File: src/rtl/seq_bit_encoder_if.sv
// Handshake bundle for seq_bit_encoder: vector input channel and index output channel.
// The cnt signal exists only when ENC_POPCOUNT_EN is defined.
interface seq_bit_encoder_if;
    logic        in_valid;
    logic        in_ready;
    logic [1:0]  Z;
    logic [15:0] Y;
    logic        out_valid;
    logic        out_ready;
    logic [3:0]  X;
    logic        out_last;
    logic        err;
`ifdef ENC_POPCOUNT_EN
    logic [4:0]  cnt;
`endif

    modport master (
        output in_valid, Z, Y, out_ready,
`ifdef ENC_POPCOUNT_EN
        input  cnt,
`endif
        input  in_ready, out_valid, X, out_last, err
    );

    modport slave (
        input  in_valid, Z, Y, out_ready,
`ifdef ENC_POPCOUNT_EN
        output cnt,
`endif
        output in_ready, out_valid, X, out_last, err
    );
endinterface

File: src/rtl/seq_bit_encoder.sv
// Serialises a multi-hot vector into one index beat per set bit, in priority order.
// Optional ENC_POPCOUNT_EN adds a cnt output holding the set-bit count of the vector.
module seq_bit_encoder #(
    parameter int unsigned PRIO_LSB = 1
) (
    input  logic              clk,
    input  logic              rst,
    seq_bit_encoder_if.slave  bus
);

    typedef enum logic [1:0] {StIdle, StEmit, StFlag} state_e;

    state_e      state_q;
    logic [15:0] vec_q;
    logic [3:0]  x_q;
    logic        last_q;
    logic        err_q;
    logic        valid_q;

    logic [15:0] in_mask;
    logic [15:0] in_masked;
    logic        in_bad;
    logic [15:0] vec_next;
    logic [3:0]  first_idx;
    logic [3:0]  next_idx;
    logic        first_single;
    logic        next_single;

    // Scan order picks which end of the vector wins when several bits are set.
    function automatic logic [3:0] pick_idx(input logic [15:0] v);
        logic [3:0] idx;
        idx = '0;
        for (int i = 0; i < 16; i++) begin
            if (PRIO_LSB != 0) begin
                if (v[15-i]) idx = 4'(15 - i);
            end else begin
                if (v[i]) idx = 4'(i);
            end
        end
        return idx;
    endfunction

    function automatic logic is_single(input logic [15:0] v);
        return (v != '0) && ((v & (v - 16'd1)) == '0);
    endfunction

    always_comb begin
        in_mask = '0;
        unique case (bus.Z)
            2'b00:   in_mask = 16'h000F;
            2'b01:   in_mask = 16'h00FF;
            2'b10:   in_mask = 16'hFFFF;
            default: in_mask = 16'h0000;
        endcase
        in_masked = bus.Y & in_mask;
        in_bad    = (bus.Z == 2'b11) || (in_masked == '0);
        vec_next  = vec_q & ~(16'd1 << x_q);
    end

    assign first_idx    = pick_idx(in_masked);
    assign next_idx     = pick_idx(vec_next);
    assign first_single = is_single(in_masked);
    assign next_single  = is_single(vec_next);

`ifdef ENC_POPCOUNT_EN
    logic [4:0] cnt_q;

    function automatic logic [4:0] popcount(input logic [15:0] v);
        logic [4:0] sum;
        sum = '0;
        for (int i = 0; i < 16; i++) begin
            sum = sum + 5'(v[i]);
        end
        return sum;
    endfunction

    always_ff @(posedge clk) begin
        if (rst) begin
            cnt_q <= '0;
        end else if (state_q == StIdle && bus.in_valid) begin
            cnt_q <= in_bad ? 5'd0 : popcount(in_masked);
        end else if (state_q != StIdle && bus.out_ready && last_q) begin
            cnt_q <= '0;
        end
    end

    assign bus.cnt = cnt_q;
`endif

    always_ff @(posedge clk) begin
        if (rst) begin
            state_q <= StIdle;
            vec_q   <= '0;
            x_q     <= '0;
            last_q  <= 1'b0;
            err_q   <= 1'b0;
            valid_q <= 1'b0;
        end else begin
            unique case (state_q)
                StIdle: begin
                    if (bus.in_valid) begin
                        valid_q <= 1'b1;
                        if (in_bad) begin
                            state_q <= StFlag;
                            vec_q   <= '0;
                            x_q     <= '0;
                            last_q  <= 1'b1;
                            err_q   <= 1'b1;
                        end else begin
                            state_q <= StEmit;
                            vec_q   <= in_masked;
                            x_q     <= first_idx;
                            last_q  <= first_single;
                            err_q   <= 1'b0;
                        end
                    end
                end
                StEmit: begin
                    if (bus.out_ready) begin
                        if (last_q) begin
                            state_q <= StIdle;
                            vec_q   <= '0;
                            x_q     <= '0;
                            last_q  <= 1'b0;
                            valid_q <= 1'b0;
                        end else begin
                            vec_q  <= vec_next;
                            x_q    <= next_idx;
                            last_q <= next_single;
                        end
                    end
                end
                StFlag: begin
                    if (bus.out_ready) begin
                        state_q <= StIdle;
                        x_q     <= '0;
                        last_q  <= 1'b0;
                        err_q   <= 1'b0;
                        valid_q <= 1'b0;
                    end
                end
                default: begin
                    state_q <= StIdle;
                    valid_q <= 1'b0;
                end
            endcase
        end
    end

    assign bus.in_ready  = (state_q == StIdle);
    assign bus.out_valid = valid_q;
    assign bus.X         = x_q;
    assign bus.out_last  = last_q;
    assign bus.err       = err_q;

endmodule

File: src/flat_wrapper.sv
// flat-port wrapper written by rule: the top's interface ports become plain ports
module seq_bit_encoder_flat 
#(
    parameter int unsigned PRIO_LSB = 1
)
  (clk, rst, bus_in_valid, bus_Z, bus_Y, bus_out_ready, bus_in_ready, bus_out_valid, bus_X, bus_out_last, bus_err);
  seq_bit_encoder_if bus_i ();
  input  logic clk;
  input  logic rst;
  input wire logic [$bits(bus_i.in_valid)-1:0] bus_in_valid;
  input wire logic [$bits(bus_i.Z)-1:0] bus_Z;
  input wire logic [$bits(bus_i.Y)-1:0] bus_Y;
  input wire logic [$bits(bus_i.out_ready)-1:0] bus_out_ready;
  output wire logic [$bits(bus_i.in_ready)-1:0] bus_in_ready;
  output wire logic [$bits(bus_i.out_valid)-1:0] bus_out_valid;
  output wire logic [$bits(bus_i.X)-1:0] bus_X;
  output wire logic [$bits(bus_i.out_last)-1:0] bus_out_last;
  output wire logic [$bits(bus_i.err)-1:0] bus_err;
  assign bus_i.in_valid = bus_in_valid;
  assign bus_i.Z = bus_Z;
  assign bus_i.Y = bus_Y;
  assign bus_i.out_ready = bus_out_ready;
  assign bus_in_ready = bus_i.in_ready;
  assign bus_out_valid = bus_i.out_valid;
  assign bus_X = bus_i.X;
  assign bus_out_last = bus_i.out_last;
  assign bus_err = bus_i.err;
  seq_bit_encoder #(.PRIO_LSB(PRIO_LSB)) u_core (.clk(clk), .rst(rst), .bus(bus_i));
endmodule
File: config.mk
export PLATFORM = sky130hd
export DESIGN_NAME = seq_bit_encoder_flat
export DESIGN_NICKNAME = d
export VERILOG_FILES = /design/src/rtl/seq_bit_encoder_if.sv /design/src/rtl/seq_bit_encoder.sv /design/src/flat_wrapper.sv
export SDC_FILE = /design/constraint.sdc
export NUM_CORES = 1
export LEC_CHECK = 0
export CAP_MARGIN = 0
export CORE_MARGIN = 2
export CORE_UTILIZATION = 52
export CTS_BUF_LIST = sky130_fd_sc_hd__clkbuf_8
export CTS_CLUSTER_DIAMETER = 50
export DETAILED_ROUTE_END_ITERATION = 6
export PLACE_DENSITY = 0.88
export SLEW_MARGIN = 20
export SYNTH_ARGS = -nofsm -noshare
export SYNTH_HDL_FRONTEND = slang
export SYNTH_SLANG_ARGS = --single-unit
export TNS_END_PERCENT = 20
File: constraint.sdc
create_clock -name clk -period 2 [get_ports clk]
set_input_delay 0.6 -clock clk [delete_from_list [all_inputs] [get_ports clk]]
set_output_delay 0.6 -clock clk [all_outputs]
set_load 0.02 [all_outputs]
After elaboration in Yosys (flattened, before gate mapping)
Index checks and enable logic that the tools add are counted.
Operators by class
  $lt $le $gt $ge: 0
  shift-type cells: 1
  mux-type cells: 63
  reduce and logical (&&, ||, !) cells: 17
  bitwise logic cells: 5
  add/subtract/negate cells: 2
  equal/unequal tests: 9
  multipliers: 0
  div/mod/pow operators: 0
Operator list (count)
  4-bit two-way mux: 37
  16-bit bitwise AND: 4
  16-bit two-way mux: 4
  16-bit zero test: 3
  16-bit one-hot mux with 3 select lines: 1
  16-bit one-hot mux with 2 select lines: 1
  16-bit nonzero test: 2
  16-bit by 1-bit subtractor with 16-bit output (second input constant): 2
  16-bit NOT: 1
  1-bit by 4-bit left shift with 16-bit output (first input constant): 1
  4-bit one-hot mux with 3 select lines: 1
  1-bit two-way mux: 10
  2-bit two-way mux: 5
  4-bit AND reduction: 2
  2-bit equality test (second input constant): 3
  2-bit != test (second input constant): 3
  1-bit one-hot mux with 3 select lines: 2
  2-bit one-hot mux with 3 select lines: 1
  3-bit AND reduction: 2
  2-bit by 1-bit equality test with 1-bit output (second input constant): 2
  2-bit zero test: 2
  2-bit nonzero test: 2
  3-bit nonzero test: 1
  1-bit logical AND: 2
  3 further kinds: 3
Storage, ports and cells
  input bits: 22
  memories: 0
  memory bits (writable): 0
  register bits: 25
  ROM bits: 0
  word-level logic and storage cells: 103
  output and inout bits: 8
  bits in latches: 0

Depth between registers and ports, before layout
  depth in word-level cells: 22
  depth in mapped cells: 11
  depth with buffers taken out: 9

Worst setup path after synthesis
No wires, ideal clock.
  path type: flip-flop to flip-flop
  start: reg u_core.state_q[0]
  end: reg u_core.last_q (netlist: u_core.bus.out_last)
  clock period less this slack: 2125 ps
  buffers on the path: 2
  setup time: 84 ps
  data arrival time: 2040 ps
  required time: 1916 ps
  setup slack: -125 ps
  stages on the path, launching flop included: 11
  path through: dfxtp_1 -> inv_1 -> ha_1 -> clkbuf_1 -> mux2i_1 -> nor2_1 -> clkbuf_1 -> nand4_1 -> a221oi_1 -> nand4_1 -> o31ai_2
On the way
  longest elaborated chain between the ends: 3
  elaborated cells between the ends (all ways): 9
  classes of those cells: 5 x eq/ne; 1 x mux; 3 x reduce/logical
Ends and longest elaborated chain
  from (decl): RTL line seq_bit_encoder.sv:13  | state_e state_q;
  from (signal assigned): RTL line seq_bit_encoder.sv:92  | state_q <= StIdle;
  from (signal assigned): RTL line seq_bit_encoder.sv:104  | state_q <= StFlag;
  from (signal assigned): RTL line seq_bit_encoder.sv:110  | state_q <= StEmit;
  2-bit zero test (*)
  via bus_in_ready: RTL line flat_wrapper.sv:14  | output wire logic [$bits(bus_i.in_ready)-1:0] bus_in_ready;
  2-bit != test (no line) or 3-bit nonzero test (tied branches)
  4-bit AND reduction (no line)
  to (signal assigned): RTL line seq_bit_encoder.sv:113  | last_q <= first_single;
  to (signal assigned): RTL line seq_bit_encoder.sv:129  | last_q <= next_single;
  to (decl): RTL line seq_bit_encoder.sv:16  | logic last_q;
The timed path passes the listed nets; every way through them passes the cells marked *.
A chain may end at the register's enable or synchronous reset.

Final worst setup path
  start: reg u_core.x_q[3] (netlist: u_core.bus.X[3])
  end: reg u_core.last_q (netlist: u_core.bus.out_last)
On the way
  longest elaborated chain between the ends: 10
  elaborated cells between the ends (all ways): 11
  classes of those cells: 1 x add/sub; 1 x shift; 3 x mux; 3 x bitwise; 3 x reduce/logical
Ends and longest elaborated chain
  from (decl): RTL line seq_bit_encoder.sv:15  | logic [3:0] x_q;
  from (signal assigned): RTL line seq_bit_encoder.sv:112  | x_q <= first_idx;
  from (signal assigned): RTL line seq_bit_encoder.sv:128  | x_q <= next_idx;
  1-bit by 4-bit left shift with 16-bit output (*): RTL line seq_bit_encoder.sv:57  | vec_next = vec_q & ~(16'd1 << x_q);
  16-bit NOT (*): RTL line seq_bit_encoder.sv:57
  16-bit bitwise AND (*): RTL line seq_bit_encoder.sv:57
  16-bit by 1-bit subtractor with 16-bit output: RTL line seq_bit_encoder.sv:44  | return (v != '0) && ((v & (v - 16'd1)) == '0);
  16-bit bitwise AND: RTL line seq_bit_encoder.sv:44
  16-bit zero test: RTL line seq_bit_encoder.sv:44
  1-bit logical AND (*): RTL line seq_bit_encoder.sv:44
  1-bit two-way mux (*): RTL line seq_bit_encoder.sv:120  | if (last_q) begin
  1-bit two-way mux (*): RTL line seq_bit_encoder.sv:119  | if (bus.out_ready) begin
  1-bit one-hot mux with 3 select lines (*): RTL line seq_bit_encoder.sv:99  | unique case (state_q)
Mark *: on every way between the ends. The rest lies on a longest branch, timed or not. The select of a mux whose other input is x is not followed.

==> impl_metrics.json <==
{
  "finalHoldViolations": 0,
  "critPathSlowestCell": "nor4_4",
  "crit_type": "flip-flop to flip-flop",
  "synth_cells": 321,
  "fin_nets": 427,
  "holdPathStages": 2,
  "synth_fp_nets": 348,
  "fp.dieW_um": 70.65,
  "arrival_ps": 2320,
  "yosys-mux-area-fraction_pct": 2.654,
  "vdd_ir_drop_max_v": 0.0003929,
  "stdcell_area_sq_um": 3317,
  "antennaDiodeCount": 0,
  "p_leak_nw": 1.393,
  "worst_hold_slack_ps": 507.6,
  "detail_route.vias_per_cell": 6.880,
  "required_ps": 2200,
  "drt-wirelength-per-cell_um": 18.13,
  "setup_viol_count_final": 4,
  "synthSimpleGateAreaFrac_pct": 29.36,
  "netlist_area_sq_um": 2310,
  "relSlewSlack_pct": 71.33,
  "place_area_sq_um": 3022,
  "cts_tree": "done",
  "synth_top_family_by_area": "compound AO/OA/AOI/OAI gates",
  "cp.buffers_inverters": 0,
  "status": "finished with violations",
  "tightestPinTransition_ps": 424.5,
  "violations": "setup timing",
  "synth.avg_cell_area_sq_um": 7.195,
  "holdPathEnd": "u_core.bus.err",
  "clk_latency_ps": 280,
  "syn_to_final_growth_pct": 43.61,
  "crit_chain": "nand2b_1, o21a_2, o32a_1, nor4_4, a21oi_1, o21a_1, o31ai_2",
  "routed_wl_um": 8178,
  "slew_viol_final": 0,
  "critPathTopFamily": "compound AO/OA/AOI/OAI gates",
  "antenna_left": 0,
  "synth_ff_type": "dfxtp_1",
  "rsz0062_at_grt": "true",
  "io_pins": 30,
  "htreeDepth": 1,
  "grt_pass1_vias": 2653,
  "overflow": 0,
  "clk_pin_slew_ps": 100,
  "crit_fanout": 5,
  "cts.sinks": 25,
  "synth_fa_ha_area_share_pct": 2.709,
  "die_h_um": 70.65,
  "coreArea_sq_um": 4324,
  "fin_ws_ps": -113.4,
  "hp-class": "flip-flop to flip-flop",
  "cap_violations": 0,
  "finalCritPeriodShare_pct": 105.7,
  "numCtsBuffers": 3,
  "port_buffers": 29,
  "drc": 0,
  "antenna_found_initial": 0,
  "rows": 24,
  "dp_hpwl_um": 5712,
  "cp_slowest_stage_delay_ps": 440,
  "yosys_warnings": 0,
  "rr_endpoint": "u_core.bus.out_last",
  "start_util_pct": 53.41,
  "cts-root-buf": "clkbuf_8",
  "cts.path.max_buffers": 2,
  "synth_edf_count": 0,
  "post-route-min-period_ps": 2113,
  "async_flop_share_pct": 0,
  "r2r_slack_ps": -110,
  "drive_gt1_share_pct": 29.57,
  "yosysSeqAreaShare_pct": 21.67,
  "critPathLaunch": "u_core.bus.X[3]",
  "num_vias": 3103,
  "worst_r2r_startpoint": "u_core.bus.X[3]",
  "die_area_sq_um": 4991,
  "hp-start": "u_core.bus.err",
  "grt_pass1_wl_um": 12240,
  "synth_compound_area_share_pct": 37.16,
  "track_usage_pct": 29.84,
  "num-fill-cells": 290,
  "ys_ff_latch": 25,
  "synthXorXnorAreaFrac_pct": 0,
  "ys_types": 64,
  "drt_iter0_drc": 334,
  "reg2reg_depth": 7,
  "grt_max_degree": 27,
  "power.density_nw_per_um2": 665.7,
  "fin_skew_ps": 11.72,
  "gp_congestion": 0.9357,
  "start_kind": "flip-flop",
  "cp-end-kind": "flip-flop",
  "fmax_ghz": 0.4732,
  "drt_first_pass_iters": 5
}
==> worst register-to-register path, delay by kind of cell (launching register included) <==
family	cells	cell delay (ps)
DFF	1	360
AOI/OAI and AO/OA	5	1050
and+or+nand+nor	2	640
==> synth_stat cells, types with 4 or more instances <==
cell	number	area [sq um]
a21oi_1	19	95.09
o31ai_1	4	30.03
o32ai_1	4	35.03
ha_1	5	62.56
inv_1	9	33.78
nand4_1	5	31.28
mux2i_1	5	50.05
o21ai_0	21	105.1
o21a_1	9	67.56
nor2b_1	5	31.28
a221oi_1	10	87.58
a311oi_1	5	43.79
dfxtp_1	25	500.5
a32oi_1	5	43.79
nor2_1	55	206.5
a211oi_1	4	30.03
nand2_1	19	71.32
o211ai_1	4	30.03
nor3_1	18	90.09
nand3_1	6	30.03
clkbuf_1	13	48.80
==> where the power goes <==
group / total (mW) / switching (mW) / leakage (nW) / internal, mW
logic: 1.26 / 0.672 / 1.16 / 0.588
clock network: 0.306 / 0.169 / 0.0269 / 0.138
registers: 0.641 / 0.0767 / 0.208 / 0.565
total: 2.21 / 0.917 / 1.39 / 1.29
==> cell usage in the layout (no fill, tap or decap), types with 4 or more instances in the layout <==
| cell type | Yosys | final |
|---|---|---|
| mux2i_1 | 5 | 5 |
| dlymetal6s2s_1 | 0 | 12 |
| dlygate4sd2_1 | 0 | 5 |
| a221oi_1 | 10 | 9 |
| nand2_1 | 19 | 19 |
| o21ai_1 | 3 | 7 |
| o21ai_0 | 21 | 17 |
| buf_4 | 0 | 63 |
| dfxtp_1 | 25 | 21 |
| nor2b_1 | 5 | 4 |
| clkdlybuf4s50_1 | 0 | 9 |
| o31ai_1 | 4 | 4 |
| a32oi_1 | 5 | 5 |
| nor3_1 | 18 | 18 |
| a21oi_1 | 19 | 19 |
| o21a_1 | 9 | 9 |
| o211ai_1 | 4 | 4 |
| inv_1 | 9 | 10 |
| nor2_1 | 55 | 51 |
| nand3_1 | 6 | 6 |
| nand4_1 | 5 | 5 |
| ha_1 | 5 | 4 |
==> cell type report <==
class | instances | area, sq um | share of cell area (%)
Multi-Input combinational cell | 266 | 1848 | 55.71
Inverter | 10 | 37.54 | 1.132
Timing Repair Buffer | 94 | 808.3 | 24.37
Tap cell | 52 | 65.06 | 1.962
Sequential cell | 25 | 513.0 | 15.47
Clock buffer | 3 | 41.29 | 1.245
Clock inverter | 1 | 3.754 | 0.1132
==> worst max-delay path by stage <==
stage | endpoint | slack [ps] | cells after the start
after CTS | u_core.bus.out_last | -190 | 9
after global placement | u_core.bus.out_last | -560 | 9
after global routing | u_core.bus.out_last | -170 | 7
after floorplan | u_core.bus.out_last | -6 | 8
after detailed placement | u_core.bus.out_last | -610 | 9
final | u_core.bus.out_last | -110 | 7
==> cell families (layout without fill, tap and decap cells) <==
kind of cell,Yosys count,count (layout)
buffers and inverters,30,108
AND/OR/NAND/NOR,135,135
flip-flops,25,25
adder cells (fa/ha/maj),5,5
multiplexers,6,6
AO/OA/AOI/OAI,120,120
==> per-stage QoR <==
step           power, mW  setup TNS [ps]  std cells  setup slack [ps]  util (%)
4_1_cts            2.087          -521.7        445            -191.4     72.37
2_1_floorplan      1.330          -6.288        321            -6.288         -
6_report           2.208          -262.8        451            -113.4     76.71
3_5_place_dp       1.751           -8666        441            -613.3     69.88
3_3_place_gp       1.724           -7751        441            -555.3     69.88
5_1_grt            2.320          -534.5        451            -172.7     76.71
==> layer usage <==
metal | routed length [um] | GRT usage (%) | vias up
li1 | - | - | 1378
met1 | 3103 | 38.81 | 1420
met2 | 3872 | 50.94 | 252
met3 | 783 | 3.134 | 53
met4 | 420 | 11.74 | 0
met5 | 0 | 0 | -
==> state kept, by name, summed over array words and instances (netlist names) <==
name,count
u_core.bus.X,4
u_core.bus.out_last,1
u_core.bus.out_valid,1
u_core.state_q,2
u_core.bus.err,1
u_core.vec_q,16
==> what timing repair did <==
action / CTS / global route
resized for setup: 22 / 41
endpoints found under the setup margin: 16 / 13
buffers inserted: 0 / 6
hold buffers: 0 / 0
pin swaps: 15 / 17
No activity file was read; power rests on OpenSTA's default activity.
